File: src/rtl/serdes_pkg.sv
// Shared definitions for the serializer and the downstream FSM bench:
// controller states, counter-width helper and the default word width.
package serdes_pkg;

    typedef enum logic {S_IDLE, S_SHIFT} state_t;

    localparam int DEFAULT_WIDTH = 8;

    // Width needed to count 0..n-1; never less than one bit.
    function automatic int clog2(input int n);
        int r;
        r = 0;
        while ((1 << r) < n) r++;
        return (r < 1) ? 1 : r;
    endfunction

endpackage

File: src/rtl/bit_serializer.sv
// Parallel-to-serial front end: accepts WIDTH-bit words on valid/ready and
// streams them one bit per clock, back-to-back when the producer keeps up.
module bit_serializer
    import serdes_pkg::*;
#(
    parameter int WIDTH      = DEFAULT_WIDTH,
    parameter bit MSB_FIRST  = 1'b1,
    parameter bit IDLE_LEVEL = 1'b0
) (
    input  logic             clock,
    input  logic             reset,
    input  logic [WIDTH-1:0] load_data,
    input  logic             load_valid,
    output logic             load_ready,
    output logic             ser_out,
    output logic             ser_valid,
    output logic             frame_done,
    output logic             busy
);

    localparam int             CW       = clog2(WIDTH);
    localparam logic [CW-1:0]  LAST_CNT = CW'(WIDTH - 1);

    state_t           state;
    logic [CW-1:0]    bit_cnt;
    logic [CW-1:0]    cnt_nxt;
    logic [WIDTH-1:0] sreg;
    logic [WIDTH-1:0] load_rest;
    logic [WIDTH-1:0] sreg_rest;
    logic             first_bit;
    logic             next_bit;
    logic             last_bit;
    logic             accept;

    // The shift register holds only the bits not yet presented; the bit on
    // ser_out is already peeled off, so it empties to zero at frame end.
    assign first_bit = MSB_FIRST ? load_data[WIDTH-1] : load_data[0];
    assign next_bit  = MSB_FIRST ? sreg[WIDTH-1]      : sreg[0];
    assign load_rest = MSB_FIRST ? {load_data[WIDTH-2:0], 1'b0}
                                 : {1'b0, load_data[WIDTH-1:1]};
    assign sreg_rest = MSB_FIRST ? {sreg[WIDTH-2:0], 1'b0}
                                 : {1'b0, sreg[WIDTH-1:1]};

    assign cnt_nxt    = bit_cnt + 1'b1;
    assign last_bit   = (state == S_SHIFT) && (bit_cnt == LAST_CNT);
    assign load_ready = (state == S_IDLE) || last_bit;
    assign accept     = load_ready && load_valid;

    always_ff @(posedge clock) begin
        if (!reset) begin
            state      <= S_IDLE;
            bit_cnt    <= '0;
            sreg       <= '0;
            ser_out    <= IDLE_LEVEL;
            ser_valid  <= 1'b0;
            frame_done <= 1'b0;
            busy       <= 1'b0;
        end else if (accept) begin
            state      <= S_SHIFT;
            bit_cnt    <= '0;
            sreg       <= load_rest;
            ser_out    <= first_bit;
            ser_valid  <= 1'b1;
            frame_done <= 1'b0;
            busy       <= 1'b1;
        end else if (last_bit) begin
            state      <= S_IDLE;
            bit_cnt    <= '0;
            ser_out    <= IDLE_LEVEL;
            ser_valid  <= 1'b0;
            frame_done <= 1'b0;
            busy       <= 1'b0;
        end else if (state == S_SHIFT) begin
            bit_cnt    <= cnt_nxt;
            sreg       <= sreg_rest;
            ser_out    <= next_bit;
            frame_done <= (cnt_nxt == LAST_CNT);
        end
    end

endmodule

File: config.mk
export PLATFORM = sky130hd
export DESIGN_NAME = bit_serializer
export DESIGN_NICKNAME = d
export VERILOG_FILES = /design/src/rtl/serdes_pkg.sv /design/src/rtl/bit_serializer.sv
export SDC_FILE = /design/constraint.sdc
export NUM_CORES = 1
export LEC_CHECK = 0
export CORE_UTILIZATION = 40
export DETAILED_ROUTE_END_ITERATION = 10
export DONT_BUFFER_PORTS = 1
export GPL_TIMING_DRIVEN = 0
export PLACE_DENSITY = 0.53
export REMOVE_ABC_BUFFERS = 1
export SLEW_MARGIN = 10
export SYNTH_ARGS = -nofsm -noshare
export SYNTH_HDL_FRONTEND = slang
export SYNTH_SLANG_ARGS = --single-unit
File: constraint.sdc
create_clock -name clock -period 2.6 [get_ports clock]
set_input_delay 0.26 -clock clock [delete_from_list [all_inputs] [get_ports clock]]
set_output_delay 0.26 -clock clock [all_outputs]
set_load 0.01 [all_outputs]
**After elaboration in Yosys (flattened, before gate mapping)**

Index checks and enable logic that the tools add are counted.

- Logic and storage cells: 27
- Bits in read-only memories: 0
- Bits in writable memories: 0
- Input bits: 11
- Output and inout bits: 5
- Flip-flop bits (word level): 13
- Memories: 0
- Bits in latches: 0

- Multipliers: 0
- Shift operators: 0
- Add/sub/neg operators: 1
- Bitwise operators: 2
- $lt $le $gt $ge: 0
- Div/mod/pow operators: 0
- Eq/ne operators: 3
- Muxes and demuxes: 8
- Reduce and logical (&&, ||, !) cells: 8

Operator list:

| operator | number |
|---|---|
| $mux W8 | 3 |
| $eq A3 B3 Y1 const B | 2 |
| $mux W1 | 5 |
| $reduce_bool A2 Y1 | 2 |
| $add A3 B1 Y3 const B | 1 |
| $reduce_bool A3 Y1 | 1 |
| $reduce_or A3 Y1 | 1 |
| $logic_and A1 B1 Y1 | 2 |
| $ne A2 B1 Y1 const B | 1 |
| $not A1 Y1 | 2 |
| $reduce_and A2 Y1 | 1 |
| $logic_or A1 B1 Y1 | 1 |

**Logic depth before layout (Yosys ltp)**

Gate-level depths: netlist of run 1.

- Depth in word-level cells: 6
- Mapped depth: 7
- Mapped depth without buffers: 6

**Worst setup path before layout of run 1**

No wires, ideal clock.

- Kind: reg2reg
- From: reg bit_cnt[0]
- To: reg sreg[2]
- Cell stages (with the launch flop): 7
- Library setup time: 116 ps
- Data required time: 2484 ps
- Slack: 1170 ps
- Path buffers: 1
- Period minus slack after synthesis: 1430 ps
- Data arrival time: 1314 ps
- Path through: dfxtp_1 > ha_1 > ha_1 > and2b_4 > inv_2 > buf_6 > o211a_1

- Word-level cells in the longest chain between the ends: 6
- Elaborated cells on any way between the ends: 8
- Those cells by class: eq/ne (2); mux (1); reduce/logical (5)

Ends and longest elaborated chain:

| element | RTL line | RTL |
|---|---|---|
| from (decl) | bit_serializer.sv:25 | `logic [CW-1:0] bit_cnt;` |
| from (signal assigned) | bit_serializer.sv:74 | `bit_cnt <= cnt_nxt;` |
| $eq A3 B3 Y1 (*) | bit_serializer.sv:45 | `assign last_bit = (state == S_SHIFT) && (bit_cnt == LAST_CNT);` |
| $logic_and A1 B1 Y1 (*) | bit_serializer.sv:45 |  |
| $logic_or A1 B1 Y1 (*) | bit_serializer.sv:46 | `assign load_ready = (state == S_IDLE) \|\| last_bit;` |
| via load_ready | bit_serializer.sv:14 | `output logic load_ready,` |
| $logic_and A1 B1 Y1 (*) | bit_serializer.sv:47 | `assign accept = load_ready && load_valid;` |
| $ne A2 B1 Y1 (no line) / $reduce_bool A2 Y1 (equally long branches) | n/a |  |
| $reduce_and A2 Y1 (no line) | n/a |  |
| to (signal assigned) | bit_serializer.sv:61 | `sreg <= load_rest;` |
| to (signal assigned) | bit_serializer.sv:75 | `sreg <= sreg_rest;` |
| to (decl) | bit_serializer.sv:27 | `logic [WIDTH-1:0] sreg;` |

Mark *: on every way through the listed nets, which the timed path passes. The rest lies on a longest branch.
A chain may end at the register's enable or synchronous reset.

**Worst setup path after layout of run 1**

- From: reg bit_cnt[0]
- To: out load_ready

- Word-level cells in the longest chain between the ends: 3

Ends and longest elaborated chain:

| element | RTL line |
|---|---|
| $eq A3 B3 Y1 | bit_serializer.sv:45 |
| $logic_and A1 B1 Y1 | bit_serializer.sv:45 |
| $logic_or A1 B1 Y1 | bit_serializer.sv:46 |
| to (decl) | bit_serializer.sv:14 |

Every way passes these cells.

==> results.py, run 1 <==
metrics = {
    "finish": {
        "ff_latch_area_sq_um": 260,
        "drive_gt1_frac": 0.0984,
        "final_cells": 76,
        "nNetsFinal": 76,
        "area_delta_synth_final_pct": 1.21,
        "fill_cells": 155,
        "utilization": 0.459,
        "multi_input_area_sq_um": 310,
        "fin_area_sq_um": 627,
        "diodes": 0,
    },
    "clocking": {
        "cts_made_buffers": 3,
        "clk_latency_ps": 270,
        "htreeDepth": 1,
        "cts_buffer_depth": 2,
        "clkTransAtPathRegs_ps": 80,
        "cts_tree": "built",
        "post_cts_buffers": 0,
        "clock_sinks": 13,
        "ctsResizeCount": 0,
        "cts_root_buffer": "clkbuf_4",
        "holdBufCountCts": 0,
    },
    "power_and_ir_drop": {
        "power_w": 0.000386,
        "ir_drop_v": 0.000244,
        "leakage_nw": 0.324,
        "power_density_mw_per_mm2": 615,
    },
    "route": {
        "vias_per_cell": 5.30,
        "wirelength_microns": 977,
        "wl_per_cell_microns": 12.9,
        "ant_nets": 0,
        "dr.first_iter.drc_count": 3,
        "drc_errors": 0,
        "num_vias": 403,
        "dr.pass1.iters": 2,
    },
    "global_route": {
        "grt_max_degree": 15,
        "antenna_found_initial": 0,
        "globalRouteTotalUtil": 0.137,
        "grt_pass1_vias": 342,
        "grt_overflow_total": 0,
        "grt_pass1_wl_mm": 1.41,
    },
    "setup_path": {
        "rrSetupSlack_ps": 1120,
        "startpoint": "bit_cnt[0]",
        "setup.worst_path.end": "load_ready",
        "worst_ep_arrival_time_ps": 1400,
        "timing.rr.end": "sreg[2]",
        "rr_startpoint": "bit_cnt[0]",
        "path_class": "reg -> out",
        "end_kind": "output port",
        "cp_max_fo": 14,
        "worstRegToRegCells": 5,
        "required_ps": 2340,
        "critPathLaunchType": "flip-flop",
    },
    "sta": {
        "tns_ps": 0,
        "fin_crit_ps": 1660,
        "max-slew-margin-rel": 0.631,
        "rsz0062_at_grt": "no",
        "finalSetupViolCount": 0,
        "fmax_mhz": 601,
        "clock_skew_ps": 0.774,
        "slew_violations": 0,
        "tightest_slew_ps": 553,
        "final-hold-violation-count": 0,
        "period_share": 0.640,
    },
    "synthesis": {
        "netlist_instances": 62,
        "syn_area_per_cell_sq_um": 9.99,
        "synth_top_area_share": 0.420,
        "synth_common_cells": "13 x dfxtp_1, 8 x mux2i_1, 7 x nand2_1",
        "netlist_area_sq_um": 619,
        "ys.flop_type": "dfxtp_1",
        "synth-seq-area-share": 0.420,
        "yosysWarnings": 0,
        "synth.most_common_cell": "dfxtp_1",
        "synth.distinct_cells": 22,
        "ys_ff_latch": 13,
        "ys_top_cells_by_area": "dfxtp_1 42%, mux2i_1 13%, o211a_1 9.7%",
        "synth_edf_count": 0,
        "yosysTopAreaCell": "dfxtp_1",
        "async_reset_ff_frac": 0,
    },
    "worst_hold_path": {
        "hold_depth": 2,
        "min_from": "reset",
        "hold_class": "in -> reg",
    },
    "floorplanning": {
        "die_y_microns": 41.4,
        "dieArea_sq_mm": 0.00171,
        "io_pins": 16,
        "num_rows": 13,
        "initial_core_util": 0.453,
        "die_x_microns": 41.4,
        "core_sq_mm": 0.00137,
    },
    "place": {
        "placedCellCount": 72,
        "gp_congestion": 0.568,
        "portBuffers": 0,
        "dpl-instance-area_sq_um": 601,
        "hpwl_microns": 663,
    },
    "flow_run": {
        "cap_viol_max_count": 0,
    },
    "outcome": {
        "run_status": "complete, no violations",
    },
}
-- per-stage QoR --
step                      hold WS, ps  worst slack, ps
after global placement            380             1150
after global routing             83.6              829
final                            96.2              936
after detailed placement          384             1120
after CTS                        83.7              908
after floorplan                   374             1240
-- report_power, final --
| group | total, W | internal, W | switching [W] |
|---|---|---|---|
| clock | 0.000122 | 0.0000593 | 0.0000625 |
| combinational | 0.0000399 | 0.0000223 | 0.0000176 |
| sequential | 0.000224 | 0.000212 | 0.0000120 |
-- worst min path at each step --
stage               to  slack, ps
4_1_cts        sreg[1]         80
6_report       sreg[1]        100
3_5_place_dp   sreg[1]        380
5_1_grt        sreg[1]         80
3_3_place_gp     state        380
2_1_floorplan  sreg[1]        370
-- critical path, cell delays in order (launching register included) --
cell     delay, ps
dfxtp_1        350
ha_1           210
ha_1           190
and2b_4        280
inv_2          120
-- cells by family (layout without fill, tap and decap cells) --
logic type | count (synthesis) | in the layout | synth area share
and+or+nand+nor | 15 | 15 | 0.107
AOI/OAI and AO/OA | 14 | 14 | 0.190
DFF | 13 | 13 | 0.420
muxes | 8 | 8 | 0.129
buffers and inverters | 8 | 7 | 0.0788
adders and majority gates | 3 | 3 | 0.0606
xor gates and xnor gates | 1 | 1 | 0.0141
-- routing by layer --
| layer | track usage | vias up | wire, microns |
|---|---|---|---|
| met5 | 0 | - | 0 |
| met1 | 0.153 | 173 | 466 |
| met4 | 0.121 | 0 | 12 |
| met3 | 0.0691 | 2 | 71 |
| li1 | - | 213 | - |
| met2 | 0.188 | 15 | 426 |
-- cell type report --
cell class / count / area share
Clock buffer: 4 / 0.0419
Inverter: 3 / 0.0180
Multi-Input combinational cell: 41 / 0.495
Sequential cell: 13 / 0.415
Tap cell: 15 / 0.0299
-- cells in the final DEF (no fill, tap or decap) --
master / n
a211oi_1: 1
a21o_1: 1
a21oi_1: 2
a32oi_1: 1
and2b_4: 1
clkbuf_1: 1
clkbuf_4: 3
dfxtp_1: 13
ha_1: 3
inv_1: 2
inv_2: 1
mux2i_1: 8
nand2_1: 7
nand2b_1: 1
nand3_1: 1
nor2_1: 5
o211a_1: 6
o21a_1: 1
o21ai_2: 1
o31ai_1: 1
xnor2_1: 1
-- sequential cells by signal, indices dropped and copies added, names as in the netlist --
register and count:
bit_cnt 3, state 1, ser_out 1, frame_done 1
sreg 7
(Power assumes the default switching activity.)
==> inputs of run 2 (changes only) <==
Settings changed: ABC_AREA set to 1.
Clock period 2.6 ns to 1.7 ns, I/O delays scaled along.
==> run 2 against run 1 <==
Against the previous run: wire length grew 27%; combinational power rose by 62%; die area grew 4.4%; critical path type unchanged.
==> results.py, run 2 <==
metrics = {
    "outcome": {
        "run_status": "complete, no violations",
    },
    "setup_path": {
        "required_ps": 1530,
        "crit_chain": "ha_1 > ha_1 > inv_1 > nand2_4",
        "cpMostUsedCell": "ha_1",
        "slowest_stage": "dfxtp_1",
        "worstSetupPathDepth": 4,
        "path_delay_family": "adder cells",
        "end_kind": "output port",
        "cp_max_fo": 16,
        "critPathLaunchType": "flip-flop",
        "max_stage_delay_ps": 330,
        "worstRegToRegCells": 7,
        "rr_startpoint": "bit_cnt[0]",
        "setup.worst_path.end": "load_ready",
        "worst_ep_arrival_time_ps": 1290,
        "startpoint": "bit_cnt[0]",
        "rrSetupSlack_ps": 290,
        "path_class": "reg -> out",
        "timing.rr.end": "frame_done",
        "cp_num_buf_inv": 1,
    },
    "route": {
        "wl_per_cell_microns": 11.5,
        "num_vias": 553,
        "dr.pass1.iters": 4,
        "vias_per_cell": 5.12,
        "dr.first_iter.drc_count": 5,
        "drc_errors": 0,
        "ant_nets": 0,
        "wirelength_mm": 1.24,
    },
    "global_route": {
        "busiest_layer": "met2",
        "grt_max_degree": 17,
        "antenna_found_initial": 0,
        "grt_overflow_total": 0,
        "met2_usage": 0.237,
        "grt_use_met1": 0.203,
        "grtUsageMet3": 0.0776,
        "grt_pass1_vias": 502,
        "globalRouteTotalUtil": 0.166,
        "grt_pass1_wl_mm": 2.14,
    },
    "synthesis": {
        "ys_top_cells_by_area": "dfxtp_1 40%, nand3_1 16%, nand2_1 13%",
        "yosysWarnings": 0,
        "synth.distinct_cells": 15,
        "yosysTopAreaCell": "dfxtp_1",
        "netlist_area_sq_um": 648,
        "netlist_instances": 90,
        "ys.flop_type": "dfxtp_1",
        "synth-seq-area-share": 0.402,
        "synth_edf_count": 0,
        "synth_common_cells": "23 x nand2_1, 21 x nand3_1, 13 x dfxtp_1",
        "synth.most_common_cell": "nand2_1",
        "ys_ff_latch": 13,
        "syn_area_per_cell_sq_um": 7.20,
        "synth_top_area_share": 0.402,
        "async_reset_ff_frac": 0,
    },
    "place": {
        "hpwl_microns": 859,
        "portBuffers": 0,
        "placedCellCount": 102,
        "gp_congestion": 0.695,
    },
    "power_and_ir_drop": {
        "ir_drop_v": 0.000447,
        "leakage_nw": 0.342,
        "power_density_mw_per_mm2": 872,
    },
    "finish": {
        "largest_reg_flops": 7,
        "largestRegisters": "sreg (7), bit_cnt (3)",
        "area_delta_synth_final_pct": 5.02,
        "nNetsFinal": 107,
        "regMostFlops": "sreg",
        "layout_common_cells": "23 x nand2_1, 21 x nand3_1, 13 x dfxtp_1",
        "drive_gt1_frac": 0.0870,
        "ff_latch_area_sq_um": 260,
        "final_common_cell": "nand2_1",
        "multi_input_area_sq_um": 304,
        "utilization": 0.452,
        "final_cells": 108,
        "diodes": 0,
        "fill_cells": 181,
    },
    "sta": {
        "period_share": 0.858,
        "tns_ps": 0,
        "slew_violations": 0,
        "fmax_mhz": 686,
        "clock_skew_ps": 0.692,
        "max-slew-margin-rel": 0.712,
        "fin_crit_ps": 1460,
        "tightest_slew_ps": 431,
        "finalSetupViolCount": 0,
        "rsz0062_at_grt": "no",
        "final-hold-violation-count": 0,
    },
    "floorplanning": {
        "die_y_microns": 42.3,
        "num_rows": 14,
        "io_pins": 16,
        "die_x_microns": 42.3,
        "core_sq_mm": 0.00151,
        "initial_core_util": 0.430,
        "dieArea_sq_mm": 0.00179,
    },
    "clocking": {
        "clkTransAtPathRegs_ps": 80,
        "clk_latency_ps": 280,
        "cts_buffer_depth": 2,
        "cts_tree": "built",
        "cts_root_buffer": "clkbuf_4",
        "cts_made_buffers": 3,
        "htreeDepth": 1,
        "clock_sinks": 13,
    },
    "worst_hold_path": {
        "hold_class": "in -> reg",
        "hold_depth": 2,
    },
    "flow_run": {
        "cap_viol_max_count": 0,
    },
}
==> run 2: cell count changes after synthesis, sizes merged, moves of 4 or more <==
cell,before,now
a21oi,2,6
nand3,1,21
nand2,7,24
mux2i,8,0
o211a,6,0
inv,3,13
==> run 2: cell type report <==
class	instances	area share
clock buffers	3	0.0331
clock inverters	1	0.00735
flip-flops and latches	13	0.382
inverters	13	0.0717
well taps	16	0.0294
repair buffers	2	0.0294
multi-input cells	60	0.447
==> run 2: cells by family (layout without fill, tap and decap cells) <==
group / Yosys count / count (layout) / share of synthesized area
AOI/OAI and AO/OA: 7 / 7 / 0.0540
DFF: 13 / 13 / 0.402
buffers and inverters: 17 / 19 / 0.129
adders and majority gates: 3 / 3 / 0.0579
and+or+nand+nor: 50 / 50 / 0.357
==> run 2: how the worst min path moves through the flow <==
stage,to,startpoint,slack (ps)
2_1_floorplan,sreg[2],reset,270
3_5_place_dp,sreg[7],reset,270
5_1_grt,sreg[1],load_data[0],30
4_1_cts,sreg[1],reset,6
6_report,ser_out,reset,20
3_3_place_gp,sreg[4],reset,270
==> run 2: per-layer routing <==
| layer | vias to the layer above | share of wire |
|---|---|---|
| met5 | - | 0 |
| met4 | 0 | 0.015 |
| met3 | 4 | 0.051 |
| met2 | 11 | 0.46 |
| met1 | 245 | 0.48 |
| li1 | 293 | - |
==> run 2: stage by stage <==
step           total power, W  instance area [sq um]  hold WS (ps)  setup slack, ps
6_report             0.000593                    681          24.8              241
5_1_grt              0.000639                    681          26.6              135
4_1_cts              0.000607                    671          6.47              220
3_5_place_dp         0.000400                    633           272              291
3_3_place_gp         0.000400                    633           270              285
2_1_floorplan        0.000387                    613           268              425
==> run 2: power breakdown <==
group	internal, W	switching [W]
Sequential	0.000319	0.0000138
Clock	0.0000873	0.000108
Combinational	0.0000240	0.0000408
==> run 2: repair_timing <==
action	4_1_cts	5_1_grt
setup buffers	0	0
setup endpoints to repair	0	0
endpoints found under the hold margin	6	1
resized for setup	0	0
hold buffers	1	1
==> run 2: worst register-to-register path, cell delays in order, from the launching register on <==
cell	delay, ps
dfxtp_1	330
ha_1	200
ha_1	220
inv_1	120
nand2_4	140
nand2_1	110
nand2_1	100
a21oi_1	120
==> inputs of run 3 (changes only) <==
Settings changed: PLACE_DENSITY 0.53 to 0.55.
Clock period 1.7 ns to 1.2 ns, I/O delays scaled along.
==> run 3 against run 2 <==
Against the previous run: the flow now finishes with violations (setup timing); setup slack lost 280 ps; register-to-register slack lost 290 ps; total power grew 44%; die area is the same; sequential power grew 43%; cell count grew 2.8%; flip-flop and latch count is the same; via count grew 3.4%; first-iteration DRC count grew 60%; combinational power grew 65%; global-route usage grew 1.5 points; critical path type unchanged; largest cell class unchanged; highest routed layer unchanged.
==> results.py, run 3 (same netlist as run 2, synthesis figures left out) <==
metrics = {
    "setup_path": {
        "cpMostUsedCell": "ha_4",
        "cp_max_fo": 8,
        "setup.worst_path.end": "load_ready",
        "end_kind": "output port",
        "rrSetupSlack_ps": 0,
        "rr_startpoint": "bit_cnt[1]",
        "startpoint": "bit_cnt[1]",
        "required_ps": 1080,
        "worstRegToRegCells": 7,
        "timing.rr.end": "sreg[7]",
        "max_stage_delay_ps": 350,
        "path_class": "reg -> out",
        "worst_ep_arrival_time_ps": 1120,
        "critPathLaunchType": "flip-flop",
        "crit_chain": "ha_4 > ha_4 > inv_6 > nand2_8",
        "slowest_stage": "dfxtp_2",
    },
    "clocking": {
        "clock_sinks": 13,
        "clkTransAtPathRegs_ps": 80,
        "cts_buffer_depth": 2,
        "cts_root_buffer": "clkbuf_4",
        "htreeDepth": 1,
        "clk_latency_ps": 270,
        "cts_tree": "built",
        "cts_made_buffers": 3,
    },
    "global_route": {
        "grt_pass1_wl_mm": 2.35,
        "grt_max_degree": 11,
        "globalRouteTotalUtil": 0.181,
        "grt_pass1_vias": 499,
        "grt_overflow_total": 0,
        "antenna_found_initial": 0,
    },
    "route": {
        "num_vias": 572,
        "dr.first_iter.drc_count": 8,
        "vias_per_cell": 5.15,
        "wl_per_cell_microns": 12.7,
        "drc_errors": 0,
        "dr.pass1.iters": 4,
        "ant_nets": 0,
        "wirelength_mm": 1.41,
    },
    "sta": {
        "period_share": 1.03,
        "rsz0062_at_grt": "yes",
        "tightest_slew_ps": 333,
        "max-slew-margin-rel": 0.777,
        "worst_slack_ps": -39.4,
        "whs_ps": 10.2,
        "slew_violations": 0,
        "finalSetupViolCount": 1,
        "fin_crit_ps": 1240,
        "clock_skew_ps": 1.06,
        "fmax_mhz": 807,
        "final-hold-violation-count": 0,
    },
    "finish": {
        "regMostFlops": "sreg",
        "largestRegisters": "sreg (7), bit_cnt (3)",
        "nNetsFinal": 110,
        "largest_reg_flops": 7,
        "diodes": 0,
        "layout_common_cells": "22 x nand2_1, 21 x nand3_1, 10 x inv_1, 10 x dfxtp_1, 6 x a21oi_1",
        "drive_gt1_frac": 0.168,
        "utilization": 0.504,
        "fin_area_sq_um": 759,
        "area_delta_synth_final_pct": 17.2,
        "fill_cells": 156,
        "final_common_cell": "nand2_1",
    },
    "place": {
        "gp_congestion": 0.687,
        "portBuffers": 0,
        "hpwl_microns": 816,
        "dpl-instance-area_sq_um": 633,
    },
    "outcome": {
        "failed_checks": "setup timing",
        "run_status": "complete, but fails checks",
    },
    "flow_run": {
        "cap_viol_max_count": 0,
    },
    "floorplanning": {
        "die_y_microns": 42.3,
        "die_x_microns": 42.3,
        "initial_core_util": 0.430,
        "io_pins": 16,
        "core_sq_mm": 0.00151,
        "num_rows": 14,
        "dieArea_sq_mm": 0.00179,
    },
    "worst_hold_path": {
        "hold_class": "in -> reg",
        "min_from": "load_data[7]",
    },
    "power_and_ir_drop": {
        "power_density_mw_per_mm2": 1120,
        "leakage_nw": 0.354,
        "ir_drop_v": 0.00112,
    },
}
run 3: changes by cell type in the layout (fill, tap and decap cells not counted), sizes merged:
cell,previous run,this run
dlygate4sd3,2,3
clkinv,1,0
clkbuf,3,4
buf,0,1
nand2,24,25
run 3: worst max-delay path: cells and delay by family, from the launching register on:
family                     cells  cell delay (ps)
buffers and inverters          1               80
and+or+nand+nor                1               70
adders and majority gates      2              340
DFF                            1              350
run 3: power by group:
part | internal [W] | switching [W] | leakage (nW)
sequential | 0.000452 | 0.0000241 | 0.108
combinational | 0.0000440 | 0.0000631 | 0.231
clock | 0.000129 | 0.000142 | 0.0150
total | 0.000625 | 0.000229 | 0.354
run 3: per-layer routing:
| layer | GRT usage | routed length, microns |
|---|---|---|
| met3 | 0.0905 | 66 |
| met2 | 0.258 | 670 |
| met1 | 0.247 | 654 |
| met5 | 0 | 0 |
| met4 | 0.0375 | 13 |
run 3: cell type report:
cell class | count | area [sq um] | share of cell area
Multi-Input combinational cell | 61 | 352 | 0.463
Timing Repair Buffer | 4 | 41.3 | 0.0544
Clock buffer | 4 | 26.3 | 0.0346
Tap cell | 16 | 20.0 | 0.0264
Inverter | 13 | 53.8 | 0.0708
Sequential cell | 13 | 267 | 0.351
run 3: timing repair:
item / CTS / global route
pin swaps: 0 / 2
gates resized for setup: 14 / 1
endpoints found under the setup margin: 13 / 13
hold buffers: 2 / 1
cloned: 1 / 0
hold endpoints to repair: 9 / 2
buffers inserted: 1 / 0
run 3: how the worst min path moves through the flow:
stage,endpoint,cells after the start
after global routing,sreg[1],2
after detailed placement,sreg[6],2
after floorplan,sreg[2],2
final,ser_out,2
after global placement,sreg[5],2
after CTS,bit_cnt[1],2
run 3: per-stage QoR:
stage          TNS [ps]  instances  setup slack, ps  total power (W)
2_1_floorplan      -708         86            -75.2         0.000548
3_3_place_gp      -1820        102             -194         0.000564
3_5_place_dp      -2030        102             -205         0.000566
4_1_cts           -43.1        110            -43.1         0.000862
5_1_grt            -798        111            -96.3         0.000903
6_report          -39.4        111            -39.4         0.000854
